File: src/rtl/flag_unit_pkg.sv
`default_nettype none
// +----------------------------------------------------------------------+
// | Module   : flag_pkg                                                  |
// | Brief    : NZCV flag type, flag bit indices and a packing helper     |
// | Revision : 1.0  initial parametrised pipelined flag unit             |
// +----------------------------------------------------------------------+
package flag_pkg;

    // Architectural condition flags, MSB first: {N,Z,C,V}.
    typedef struct packed {
        logic n;
        logic z;
        logic c;
        logic v;
    } flags_t;

    localparam int FLAG_N = 3;
    localparam int FLAG_Z = 2;
    localparam int FLAG_C = 1;
    localparam int FLAG_V = 0;

    // Assemble a flags_t from its four components.
    function automatic flags_t pack_flags(input logic n, input logic z,
                                          input logic c, input logic v);
        flags_t f;
        f.n = n;
        f.z = z;
        f.c = c;
        f.v = v;
        return f;
    endfunction

endpackage
`default_nettype wire

File: src/rtl/flag_unit_if.sv
`default_nettype none
// +----------------------------------------------------------------------+
// | Module   : flag_unit_if                                              |
// | Brief    : ALU-result / flag bus between execute stage and flag unit |
// | Revision : 1.0  initial parametrised pipelined flag unit             |
// +----------------------------------------------------------------------+
interface flag_unit_if #(
    parameter int WIDTH = 64,
    parameter int CNT_W = 16
);
    import flag_pkg::*;

    logic             in_valid;
    logic [WIDTH-1:0] result;
    logic             carry_in;
    logic             overflow_in;
    logic             set_flags;
    logic             flush;
    logic             cnt_clr;

    logic             out_valid;
    logic             zero;
    flags_t           flags_new;
    flags_t           flags_q;
    flags_t           flags_fwd;
    logic [CNT_W-1:0] zero_cnt;

    // Execute stage side: drives results, observes flags.
    modport master (
        output in_valid, result, carry_in, overflow_in, set_flags, flush, cnt_clr,
        input  out_valid, zero, flags_new, flags_q, flags_fwd, zero_cnt
    );

    // Flag unit side.
    modport slave (
        input  in_valid, result, carry_in, overflow_in, set_flags, flush, cnt_clr,
        output out_valid, zero, flags_new, flags_q, flags_fwd, zero_cnt
    );

endinterface
`default_nettype wire

File: src/rtl/flag_unit_nor_reduce.sv
`default_nettype none
// +----------------------------------------------------------------------+
// | Module   : nor_reduce                                                |
// | Brief    : W-input NOR built from a chain of gate primitives         |
// | Revision : 1.0  initial parametrised pipelined flag unit             |
// +----------------------------------------------------------------------+
module nor_reduce #(
    parameter int W = 16
)(
    input  wire [W-1:0] a,
    output wire         y
);

    // w_or_chain[k] is the OR of a[k:0]; the last tap is inverted.
    wire [W-1:0] w_or_chain;

    buf u_buf0 (w_or_chain[0], a[0]);

    genvar gi;
    generate
        for (gi = 1; gi < W; gi++) begin : g_or_chain
            or u_or (w_or_chain[gi], w_or_chain[gi-1], a[gi]);
        end
    endgenerate

    not u_not (y, w_or_chain[W-1]);

endmodule
`default_nettype wire

File: src/rtl/flag_unit.sv
`default_nettype none
// +----------------------------------------------------------------------+
// | Module   : flag_unit                                                 |
// | Brief    : Zero detect via grouped NORs, NZCV register with          |
// |            set-flags/flush, flag forwarding and zero-result counter  |
// | Revision : 1.0  initial parametrised pipelined flag unit             |
// +----------------------------------------------------------------------+
module flag_unit
    import flag_pkg::*;
#(
    parameter int WIDTH = 64,
    parameter int GROUP = 16,
    parameter int PIPE  = 1,
    parameter int CNT_W = 16
)(
    input wire logic    clk,
    input wire logic    reset_n,
    flag_unit_if.slave  bus
);

    localparam int NGRP = WIDTH / GROUP;

    generate
        if (((WIDTH % GROUP) != 0) || (PIPE < 0) || (PIPE > 1)) begin : g_param_check
            $error("flag_unit: WIDTH must be a multiple of GROUP and PIPE must be 0 or 1");
        end
    endgenerate

    // ---------------- Stage A: group NORs ----------------
    logic [NGRP-1:0] w_grp_nor;
    logic            w_a_valid;

    genvar gi;
    generate
        for (gi = 0; gi < NGRP; gi++) begin : g_groups
            nor_reduce #(.W(GROUP)) u_nor (
                .a (bus.result[gi*GROUP +: GROUP]),
                .y (w_grp_nor[gi])
            );
        end
    endgenerate

    // A flushed input never enters the pipe.
    assign w_a_valid = bus.in_valid & ~bus.flush;

    // ---------------- Stage B ----------------
    logic            w_b_valid;
    logic [NGRP-1:0] w_b_grp;
    logic            w_b_n;
    logic            w_b_c;
    logic            w_b_v;
    logic            w_b_set;

    generate
        if (PIPE == 1) begin : g_pipe
            logic            r_valid;
            logic [NGRP-1:0] r_grp;
            logic            r_n;
            logic            r_c;
            logic            r_v;
            logic            r_set;

            // Register stage A; data only loads on a live entry, valid always tracks.
            always_ff @(posedge clk or negedge reset_n) begin
                if (!reset_n) begin
                    r_valid <= 1'b0;
                    r_grp   <= '0;
                    r_n     <= 1'b0;
                    r_c     <= 1'b0;
                    r_v     <= 1'b0;
                    r_set   <= 1'b0;
                end else begin
                    r_valid <= w_a_valid;
                    if (w_a_valid) begin
                        r_grp <= w_grp_nor;
                        r_n   <= bus.result[WIDTH-1];
                        r_c   <= bus.carry_in;
                        r_v   <= bus.overflow_in;
                        r_set <= bus.set_flags;
                    end
                end
            end

            // Flush kills the entry currently sitting in stage B.
            assign w_b_valid = r_valid & ~bus.flush;
            assign w_b_grp   = r_grp;
            assign w_b_n     = r_n;
            assign w_b_c     = r_c;
            assign w_b_v     = r_v;
            assign w_b_set   = r_set;
        end else begin : g_comb
            assign w_b_valid = w_a_valid;
            assign w_b_grp   = w_grp_nor;
            assign w_b_n     = bus.result[WIDTH-1];
            assign w_b_c     = bus.carry_in;
            assign w_b_v     = bus.overflow_in;
            assign w_b_set   = bus.set_flags;
        end
    endgenerate

    logic   w_b_z;
    flags_t w_flags_new;
    logic   w_wr;
    flags_t r_flags_q;
    logic [CNT_W-1:0] r_cnt;

    assign w_b_z       = &w_b_grp;
    assign w_flags_new = w_b_valid ? pack_flags(w_b_n, w_b_z, w_b_c, w_b_v) : '0;
    // w_b_valid already excludes flushed entries in both pipe modes.
    assign w_wr        = w_b_valid & w_b_set;

    // Architectural NZCV register: written by a retiring set-flags entry.
    always_ff @(posedge clk or negedge reset_n) begin
        if (!reset_n) begin
            r_flags_q <= '0;
        end else if (w_wr) begin
            r_flags_q <= w_flags_new;
        end
    end

    // Saturating zero-result counter; clear wins over a same-cycle increment.
    always_ff @(posedge clk or negedge reset_n) begin
        if (!reset_n) begin
            r_cnt <= '0;
        end else if (bus.cnt_clr) begin
            r_cnt <= '0;
        end else if (w_b_valid && w_b_z && !(&r_cnt)) begin
            r_cnt <= r_cnt + CNT_W'(1);
        end
    end

    assign bus.out_valid = w_b_valid;
    assign bus.zero      = w_b_valid & w_b_z;
    assign bus.flags_new = w_flags_new;
    assign bus.flags_q   = r_flags_q;
    assign bus.flags_fwd = w_wr ? w_flags_new : r_flags_q;
    assign bus.zero_cnt  = r_cnt;

endmodule
`default_nettype wire
File: src/flat_wrapper.sv
// flat-port wrapper written by rule: the top's interface ports become plain ports
module flag_unit_flat import flag_pkg::*;
#(
    parameter int WIDTH = 64,
    parameter int GROUP = 16,
    parameter int PIPE  = 1,
    parameter int CNT_W = 16
)
  (clk, reset_n, bus_in_valid, bus_result, bus_carry_in, bus_overflow_in, bus_set_flags, bus_flush, bus_cnt_clr, bus_out_valid, bus_zero, bus_flags_new, bus_flags_q, bus_flags_fwd, bus_zero_cnt);
  flag_unit_if #(.WIDTH(WIDTH), .CNT_W(CNT_W)) bus_i ();
  input wire logic clk;
  input wire logic reset_n;
  input wire logic [$bits(bus_i.in_valid)-1:0] bus_in_valid;
  input wire logic [$bits(bus_i.result)-1:0] bus_result;
  input wire logic [$bits(bus_i.carry_in)-1:0] bus_carry_in;
  input wire logic [$bits(bus_i.overflow_in)-1:0] bus_overflow_in;
  input wire logic [$bits(bus_i.set_flags)-1:0] bus_set_flags;
  input wire logic [$bits(bus_i.flush)-1:0] bus_flush;
  input wire logic [$bits(bus_i.cnt_clr)-1:0] bus_cnt_clr;
  output wire logic [$bits(bus_i.out_valid)-1:0] bus_out_valid;
  output wire logic [$bits(bus_i.zero)-1:0] bus_zero;
  output wire logic [$bits(bus_i.flags_new)-1:0] bus_flags_new;
  output wire logic [$bits(bus_i.flags_q)-1:0] bus_flags_q;
  output wire logic [$bits(bus_i.flags_fwd)-1:0] bus_flags_fwd;
  output wire logic [$bits(bus_i.zero_cnt)-1:0] bus_zero_cnt;
  assign bus_i.in_valid = bus_in_valid;
  assign bus_i.result = bus_result;
  assign bus_i.carry_in = bus_carry_in;
  assign bus_i.overflow_in = bus_overflow_in;
  assign bus_i.set_flags = bus_set_flags;
  assign bus_i.flush = bus_flush;
  assign bus_i.cnt_clr = bus_cnt_clr;
  assign bus_out_valid = bus_i.out_valid;
  assign bus_zero = bus_i.zero;
  assign bus_flags_new = bus_i.flags_new;
  assign bus_flags_q = bus_i.flags_q;
  assign bus_flags_fwd = bus_i.flags_fwd;
  assign bus_zero_cnt = bus_i.zero_cnt;
  flag_unit #(.WIDTH(WIDTH), .GROUP(GROUP), .PIPE(PIPE), .CNT_W(CNT_W)) u_core (.clk(clk), .reset_n(reset_n), .bus(bus_i));
endmodule
File: config.mk
export PLATFORM = sky130hd
export DESIGN_NAME = flag_unit_flat
export DESIGN_NICKNAME = d
export VERILOG_FILES = /design/src/rtl/flag_unit_pkg.sv /design/src/rtl/flag_unit_if.sv /design/src/rtl/flag_unit_nor_reduce.sv /design/src/rtl/flag_unit.sv /design/src/flat_wrapper.sv
export SDC_FILE = /design/constraint.sdc
export NUM_CORES = 1
export LEC_CHECK = 0
export ABC_AREA = 1
export BUFFER_PORTS_ARGS = -buffer_cell sky130_fd_sc_hd__buf_2
export CAP_MARGIN = 30
export CORE_ASPECT_RATIO = 1.25
export CORE_UTILIZATION = 45
export CTS_BUF_LIST = sky130_fd_sc_hd__clkbuf_4
export DETAILED_ROUTE_END_ITERATION = 8
export GPL_ROUTABILITY_DRIVEN = 0
export GPL_TIMING_DRIVEN = 1
export PLACE_DENSITY_LB_ADDON = 0.05
export SYNTH_ARGS = -nofsm -noshare
export SYNTH_HDL_FRONTEND = slang
export SYNTH_SLANG_ARGS = --single-unit
export TNS_END_PERCENT = 1
File: constraint.sdc
create_clock -name clk -period 1.75 [get_ports clk]
set_input_delay 0.175 -clock clk [delete_from_list [all_inputs] [get_ports clk]]
set_output_delay 0.175 -clock clk [all_outputs]
set_load 0.005 [all_outputs]
# After elaboration in Yosys (flattened, before gate mapping)
# Cells that the tools add are included.
# W data, S select, Z words.
totals:
  reg_bits: 29
  word_cells: 91
op_classes:
  addsub: 1
  n_mux: 4
  n_bitwise: 69
  n_reduce_logical: 6
ops:
  columns: ["cell", "count"]
  rows:
  - ["$or A1 B1 Y1", 60]
  - ["$mux W16", 2]
  - ["$add A16 B1 Y16 const B", 1]
  - ["$reduce_and A16 Y1", 1]
  - ["$mux W4", 2]
  - ["$not A1 Y1", 5]
  - ["$and A1 B1 Y1", 4]
  - ["$reduce_and A4 Y1", 1]
  - ["$logic_and A1 B1 Y1", 2]
  - ["$reduce_bool A2 Y1", 1]
  - ["$logic_not A1 Y1", 1]

# Logic depth before layout (Yosys ltp)
# Gate-level depths: netlist of run 1.
depth:
  depth_word: 16
  depth_mapped: 10

# Modules after synthesis
# Synthesis of run 1 repeated with hierarchy kept, for this count alone.
hier_totals:
  hier_cells: 326
  area_unflattened_um2: 1984.4
by_module_without_submodules:
  columns: ["mod", "n_inst", "cells_each", "area_each_um2", "seq_area_each_um2"]
  rows:
  - ["flag_unit", 1, 218, 1569.0, 725.7]
  - ["nor_reduce", 4, 27, 103.8, 0.0]

# Least setup slack after synthesis of run 1
# OpenSTA, ideal clock, no wires.
synth_timing:
  path_kind: "register to register"
  startpoint: "register u_core.r_cnt[0], in the netlist u_core.bus.zero_cnt[0]"
  endpoint: "register u_core.r_cnt[10], in the netlist u_core.bus.zero_cnt[10]"
  setup_ns: 0.065
  arrival_time_ns: 1.463
  slack_ns: 0.222
  stages_incl_launch_ff: 10
  n_path_buf: 1
  path_cell_list: "dfrtp_1 > ha_1 > nand3_2 > inv_2 > nand2_2 > nor2_4 > nor2_4 > buf_2 > nand4_1 > nand2_1"
synth_between:
  elab_chain_len: 4
  word_cells_on_any_way: 7
  classes_between: "add/sub: 1; mux: 2; reduce/logical: 4"
synth_lines:
  columns: ["item", "line_no", "text"]
  rows:
  - ["start: declaration", "flag_unit.sv:105", "logic [CNT_W-1:0] r_cnt;"]
  - ["start signal: assignment", "flag_unit.sv:128", "r_cnt <= r_cnt + CNT_W'(1);"]
  - ["parallel branches: the longest is 4 deep, another holds $add A16 B1 Y16", null, null]
# Parallel ways; which one is timed is not known. The select of a mux whose other input is x is not followed.
# A chain may end at the register's enable or synchronous reset.

# Worst setup path in the final report of run 1
layout_timing:
  startpoint: "register u_core.r_cnt[1], in the netlist u_core.bus.zero_cnt[1]"
  endpoint: "register u_core.r_cnt[8], in the netlist u_core.bus.zero_cnt[8]"
# Same word-level chain as after synthesis.

==> impl_metrics.csv, run 1 <==
group,metric,value,unit
power_and_ir_drop,p_int,1.124,mW
critical_path,cpMaxStageDelayCell,"dfrtp_1",
floorplanning,num_rows,24,
placement,dp_hpwl,3834,um
finish,fin_nets,422,
grt,grt_pass1_wl,7769,um
clock_tree,cts.sinks,29,
power_and_ir_drop,switching_power,358.4,uW
drt,drc,4,
clock_tree,cts_setup_buffers,0,
critical_path,crit_family,"simple AND/OR/NAND/NOR gates",
grt,grt_antenna_before_repair,0,
clock_tree,cts_buffers,5,
min_path,hold_class,"primary input to register",
power_and_ir_drop,seqPwrFrac,48.3,%
drt,avgRoutedWirePerCell,12.45,um
clock_tree,htreeDepth,2,
floorplanning,die_area,4021,sq um
clock_tree,cts_tree,"done",
critical_path,rr_worst_depth,10,
drt,drt-pass1-iter-count,8,
finish,layout-area-overhead-vs-synth,43.81,%
logic_synthesis,synth_top_area_share,42.77,%
logic_synthesis,synthArstFlopShare,100.0,%
timing,max_freq,603.7,MHz
logic_synthesis,synth_flop_cell,"dfrtp_1",
clock_tree,cts.clk_slew.worst_paths,0.10,ns
clock_tree,root_buffer,"clkbuf_4",
drt,antenna_left,0,
logic_synthesis,ys_seq_area_share,42.77,%
floorplanning,die_w,56.92,um
timing,fin_setup_tns,0,ns
clock_tree,insertion_delay,0.33,ns
timing,drv_slew,0,
logic_synthesis,yosysMostFrequentCell,"nand2_1",
critical_path,crit_path_max_fanout,15,
finish,antenna_cells,0,
outcome,failed_checks,"DRC",
floorplanning,start_util,47.88,%
placement,port_buffers,101,
logic_synthesis,synth_edf_count,0,
critical_path,path_cells,"ha_2 > nand3_2 > inv_2 > nand2_2 > nor2_4 > nor2_4 > buf_12 > nor2_8 > nand2_1 > nand2_1",
critical_path,reg2reg_to,"u_core.bus.zero_cnt[8]",
drt,num_vias,2000,
grt,track_usage,24.71,%
logic_synthesis,netlist_instances,231,
critical_path,crit_end,"u_core.bus.zero_cnt[8]",
job,drv_cap,0,
logic_synthesis,post_synth_num_cell_types,24,
logic_synthesis,syn_area,1697,sq um
power_and_ir_drop,p_per_area,607.6,nW/um^2
timing,fin_crit_sh,94.66,%
power_and_ir_drop,leakage,1.319,nW
drt,first_iter_violations,147,
grt,gr-total-overflow,0,
outcome,status,"finished with violations",
grt,grt_pass1_vias,1828,
logic_synthesis,synth.top_cells.by_count,"nand2_1 (85), dfrtp_1 (29), nor2_1 (29)",
timing,finalSetupViolCount,0,
critical_path,max_stage_delay,0.39,ns
drt,viasPerCell,5.141,
critical_path,required,2.00,ns
floorplanning,core_area,3543,sq um
critical_path,cp.arrival,1.91,ns
timing,hold_viol,0,
logic_synthesis,synth_warnings,0,
grt,grt_max_degree,30,
drt,routed_wl,4842,um
critical_path,cp.depth,10,
critical_path,ff2ff_setup_slack,0.09,ns
power_and_ir_drop,pwr-share-clk,37.1,%
critical_path,timing.rr.start,"u_core.bus.zero_cnt[1]",
finish,fillCellCount,322,
logic_synthesis,ys_ff_latch,29,
logic_synthesis,syn_avg_cell_area,7.345,sq um
min_path,hp-start,"bus_set_flags",
floorplanning,fp.dieH,70.65,um
timing,tightest_slew,0.6527,ns
power_and_ir_drop,ir_worst_vdd,386.7,uV
logic_synthesis,yosysTopAreaCell,"dfrtp_1",
critical_path,crit_buf_inv,2,
timing,slew_headroom,56.49,%
critical_path,critPathLaunch,"u_core.bus.zero_cnt[1]",
finish,drive_gt1_share,38.57,%
power_and_ir_drop,combPwrFrac,14.6,%
logic_synthesis,netlist_top_cells_area,"dfrtp_1 (43%), nand2_1 (19%), nor2_1 (6.4%)",
timing,period_needed,1.657,ns
power_and_ir_drop,finalPower,1.482,mW
critical_path,worst-setup-path-type,"register to register",
clock_tree,clockBufferDepth,2,
logic_synthesis,synth_fp_nets,304,
critical_path,worst_setup_path_start_kind,"register",
floorplanning,io_pins,102,
power_and_ir_drop,p_sw_share,24.18,%
timing,rsz0062_at_grt,"true",
critical_path,cp-end-kind,"register",
timing,skew,0.01831,ns
[per-stage QoR]
step | setup WS, ns | util, % | hold slack, ns | instance area (sq um) | cells
floorplan | 0.2219 | - | -0.1206 | 1697 | 231
global placement | 0.1959 | 65.96 | 0.2369 | 2337 | 380
detailed placement | 0.1430 | 65.96 | 0.2431 | 2337 | 380
CTS | 0.004826 | 68.64 | 0.03030 | 2432 | 389
global route | -0.01474 | 68.86 | 0.02890 | 2440 | 389
finish | 0.09343 | 68.86 | 0.04164 | 2440 | 389
[kinds of logic after synthesis]
group                      Yosys count  synth area share [%]
AOI/OAI and AO/OA                   17                 5.457
adders and majority gates            1                0.7373
DFF                                 29                 42.77
xor gates and xnor gates             7                 3.614
buffers and inverters               19                 4.941
and+or+nand+nor                    158                 42.48
[flip-flops by register name (all words and copies together) (netlist names)]
| name | count |
|---|---|
| u_core.bus.zero_cnt | 16 |
| u_core.bus.flags_q | 4 |
| u_core.g_pipe.r_c | 1 |
| u_core.g_pipe.r_set | 1 |
| u_core.g_pipe.r_valid | 1 |
| u_core.g_pipe.r_n | 1 |
| u_core.g_pipe.r_v | 1 |
| u_core.g_pipe.r_grp | 4 |
[final cells by class]
class	instances	area (sq um)	area share (%)
Clock inverter	2	33.78	1.385
Inverter	14	52.55	2.154
Multi-Input combinational cell	183	900.9	36.92
Clock buffer	6	45.04	1.846
Timing Repair Buffer	116	633.1	25.95
Tap cell	39	48.80	2.000
Sequential cell	29	725.7	29.74
[worst min-delay path by stage]
stage,endpoint,cells after the start
final,u_core.g_pipe.r_set,3
after global routing,u_core.g_pipe.r_set,3
after CTS,u_core.g_pipe.r_set,3
after detailed placement,u_core.bus.zero_cnt[2],1
after global placement,u_core.bus.zero_cnt[2],1
after floorplan,u_core.bus.flags_q[0],0
[routing by layer]
metal | vias to the layer above | global-route usage [%] | routed length (um)
met5 | - | 0 | 0
met4 | 0 | 9.756 | 85
met3 | 9 | 5.119 | 302
met2 | 90 | 44.84 | 2648
met1 | 902 | 27.95 | 1805
li1 | 999 | - | -
[worst register-to-register path: stages, from the launching register on]
cell	delay, ns
dfrtp_1	0.39
ha_2	0.24
nand3_2	0.10
inv_2	0.07
nand2_2	0.07
nor2_4	0.15
nor2_4	0.06
buf_12	0.13
nor2_8	0.20
nand2_1	0.09
nand2_1	0.08
[what timing repair did]
action                                 in CTS  in global routing
endpoints found under the hold margin      29                  0
pin swaps                                   0                  0
setup endpoints to repair                   1                  8
hold buffers                                1                  0
gates resized for setup                     3                  4
gates cloned                                0                  0
[power groups by stage]
stage	Combinational, mW	Clock, mW	Sequential [mW]
6_report	0.217	0.550	0.716
5_1_grt	0.244	0.588	0.720
4_1_cts	0.220	0.562	0.715
3_5_place_dp	0.216	0	0.728
3_3_place_gp	0.212	0	0.729
2_1_floorplan	0.0667	0	0.730
[placed cells by master, fill, tap and decap left out]
cell / count
buf_12: 1
buf_2: 101
buf_4: 13
bufinv_16: 1
clkbuf_4: 6
clkinv_1: 1
dfrtp_1: 29
dlygate4sd3_1: 1
ha_2: 1
inv_1: 11
inv_2: 3
nand2_1: 83
nand2_2: 3
nand3_1: 10
nand3_2: 1
nand4_1: 13
nor2_1: 29
nor2_2: 1
nor2_4: 2
nor2_8: 1
nor3_1: 1
nor3_4: 1
nor4_1: 13
o21ai_0: 9
o21ai_1: 5
o21bai_1: 3
xor2_1: 7
No activity file was read; power rests on OpenSTA's default activity.
==> run 2: changes to the inputs <==
CORE_UTILIZATION = 38   (was 45)
SYNTH_HIERARCHICAL = 1   (was unset)
==> impl_metrics.csv, run 2 <==
group,metric,value,unit
clock_tree,cts_tree,"done",
drt,viasPerCell,4.417,
drt,m1WireLength,2046,um
floorplanning,die_w,66.64,um
timing,period_needed,1.646,ns
logic_synthesis,synth_warnings,6,
logic_synthesis,yosysTopAreaCell,"dfrtp_1",
critical_path,required,1.99,ns
grt,track_usage,20.20,%
job,drv_cap,0,
timing,drv_slew,0,
logic_synthesis,synth.top_cells.by_count,"nand2_1 (119), inv_1 (74), nor2_1 (48)",
timing,fin_crit_sh,94.08,%
drt,route.met2.wl,2670,um
logic_synthesis,ys_seq_area_share,36.57,%
timing,hold_viol,0,
clock_tree,htreeDepth,2,
critical_path,worst-setup-path-type,"register to register",
critical_path,worst_setup_path_start_kind,"register",
finish,final_cell_mix,"nand2_1 (118), buf_2 (101), inv_1 (74)",
placement,dp_hpwl,3972,um
clock_tree,cts.clk_slew.worst_paths,0.12,ns
finish,drive_gt1_share,28.73,%
outcome,status,"finished with violations",
drt,drc,2,
timing,worst_hold_slack,0.02342,ns
power_and_ir_drop,ir_worst_vdd,254.7,uV
clock_tree,cts.sinks,29,
timing,skew,0.01464,ns
clock_tree,insertion_delay,0.35,ns
placement,port_buffers,101,
critical_path,cp.arrival,1.88,ns
timing,max_freq,607.4,MHz
placement,placedInstanceArea,2594,sq um
logic_synthesis,synthArstFlopShare,100.0,%
finish,multi_input_comb_area,959.7,sq um
finish,antenna_cells,0,
logic_synthesis,synth_fa_ha_area_share,0.6305,%
drt,routed_wl,5076,um
logic_synthesis,synthSimpleGateAreaFrac,43.06,%
drt,highest_layer,"met4",
grt,grt_pass1_wl,8431,um
floorplanning,start_util,39.35,%
power_and_ir_drop,p_per_area,517.4,nW/um^2
logic_synthesis,yosysMostFrequentCell,"nand2_1",
critical_path,cp-end-kind,"register",
floorplanning,core_area,5044,sq um
placement,dp_slack,0.07383,ns
finish,mostFrequentLayoutCell,"nand2_1",
drt,antenna_left,0,
floorplanning,fp.dieH,82.80,um
logic_synthesis,post_synth_num_cell_types,18,
logic_synthesis,syn_avg_cell_area,6.087,sq um
timing,finalSetupViolCount,0,
grt,grt_pass1_vias,2039,
clock_tree,clockBufferDepth,2,
logic_synthesis,muxShareOfSynthArea,0,%
logic_synthesis,synth_top_area_share,36.57,%
finish,final_cell_area,2706,sq um
power_and_ir_drop,leakage,1.684,nW
drt,avgRoutedWirePerCell,10.07,um
critical_path,crit_path_max_fanout,10,
logic_synthesis,netlist_top_cells_area,"dfrtp_1 (37%), nand2_1 (23%), inv_1 (14%)",
clock_tree,cts_buffers,5,
finish,largest_reg_flops,16,
finish,layout-area-overhead-vs-synth,36.38,%
grt,grt_antenna_before_repair,0,
min_path,hold_class,"primary input to register",
finish,final_cells,504,
drt,drt-pass1-iter-count,6,
drt,first_iter_violations,80,
outcome,failed_checks,"DRC",
logic_synthesis,synth_edf_count,0,
floorplanning,io_pins,102,
finish,fillCellCount,536,
logic_synthesis,synth_flop_cell,"dfrtp_1",
clock_tree,root_buffer,"clkbuf_4",
floorplanning,num_rows,29,
timing,tightest_slew,0.6688,ns
grt,gr-total-overflow,0,
logic_synthesis,synthXorXnorAreaFrac,0.8827,%
finish,regArea,725.7,sq um
timing,finalWorstSetupSlack,0.1036,ns
logic_synthesis,syn_area,1984,sq um
logic_synthesis,netlist_instances,326,
logic_synthesis,ys_ff_latch,29,
finish,fin_nets,514,
grt,grt_max_degree,30,
placement,dp_cells,492,
drt,dr_wl_met3,285,um
drt,num_vias,2226,
logic_synthesis,synth_fp_nets,399,
logic_synthesis,synth_compound_area_share,3.531,%
logic_synthesis,synth_top_family_by_area,"simple AND/OR/NAND/NOR gates",
timing,slew_headroom,55.41,%
floorplanning,die_area,5517,sq um
## run 2: critical path, stage by stage (launching register included)
cell	delay, ns
dfrtp_1	0.43
ha_2	0.22
nand2_2	0.10
nor2_4	0.05
nand2_2	0.11
nor2_4	0.05
nor2_4	0.24
nor2_4	0.09
buf_4	0.15
nand2_1	0.05
nand2_1	0.05
## run 2: what timing repair did
item | 4_1_cts | 5_1_grt
hold buffers | 2 | 0
setup buffers | 0 | 2
endpoints found under the hold margin | 30 | 0
resized for setup | 0 | 5
setup endpoints to repair | 0 | 16
## run 2: where the power goes
part / internal, mW / total (mW) / switching, mW
sequential: 0.702 / 0.716 / 0.0145
combinational: 0.127 / 0.248 / 0.121
clock: 0.155 / 0.436 / 0.281
## run 2: worst paths after layout
| check | startpoint | to | slack [ns] | cells after the start |
|---|---|---|---|---|
| min in group asynchronous | reset_n | u_core/bus.zero_cnt[3] | 0.39 | 2 |
| max in group asynchronous | reset_n | u_core/g_pipe.r_grp[2] | 0.92 | 2 |
| hold / removal | bus_overflow_in | u_core/g_pipe.r_v | 0.02 | 3 |
| setup reg to reg | u_core/bus.zero_cnt[0] | u_core/bus.zero_cnt[10] | 0.10 | 10 |
| hold reg to reg | u_core/g_pipe.r_grp[1] | u_core/g_pipe.r_grp[1] | 0.49 | 2 |
| setup / recovery | u_core/bus.zero_cnt[0] | u_core/bus.zero_cnt[10] | 0.10 | 10 |
## run 2: layout make-up
cell class                 count  area share [%]
clock inverter                 3          0.8322
inverter                      74           10.26
timing repair buffer         112           22.38
clock buffer                   5           1.387
tap                           62           2.866
sequential                    29           26.81
multi-input combinational    219           35.46
## run 2: stage by stage
stage	util, %	TNS, ns	power, mW
floorplan	-	0	0.8251
global placement	51.43	0	0.9640
detailed placement	51.43	0	0.9684
CTS	53.01	0	1.412
global route	53.66	-0.1147	1.495
finish	53.66	0	1.400
## run 2: cells by family after synthesis
logic type                 after synthesis
AOI/OAI and AO/OA                       14
xor gates and xnor gates                 2
adders and majority gates                1
and+or+nand+nor                        202
buffers and inverters                   78
DFF                                     29
## run 2: layer usage
metal | track usage, % | up-vias
met5 | 0 | -
met4 | 8.723 | 0
met3 | 4.781 | 6
met2 | 37.78 | 77
met1 | 21.21 | 958
li1 | - | 1185
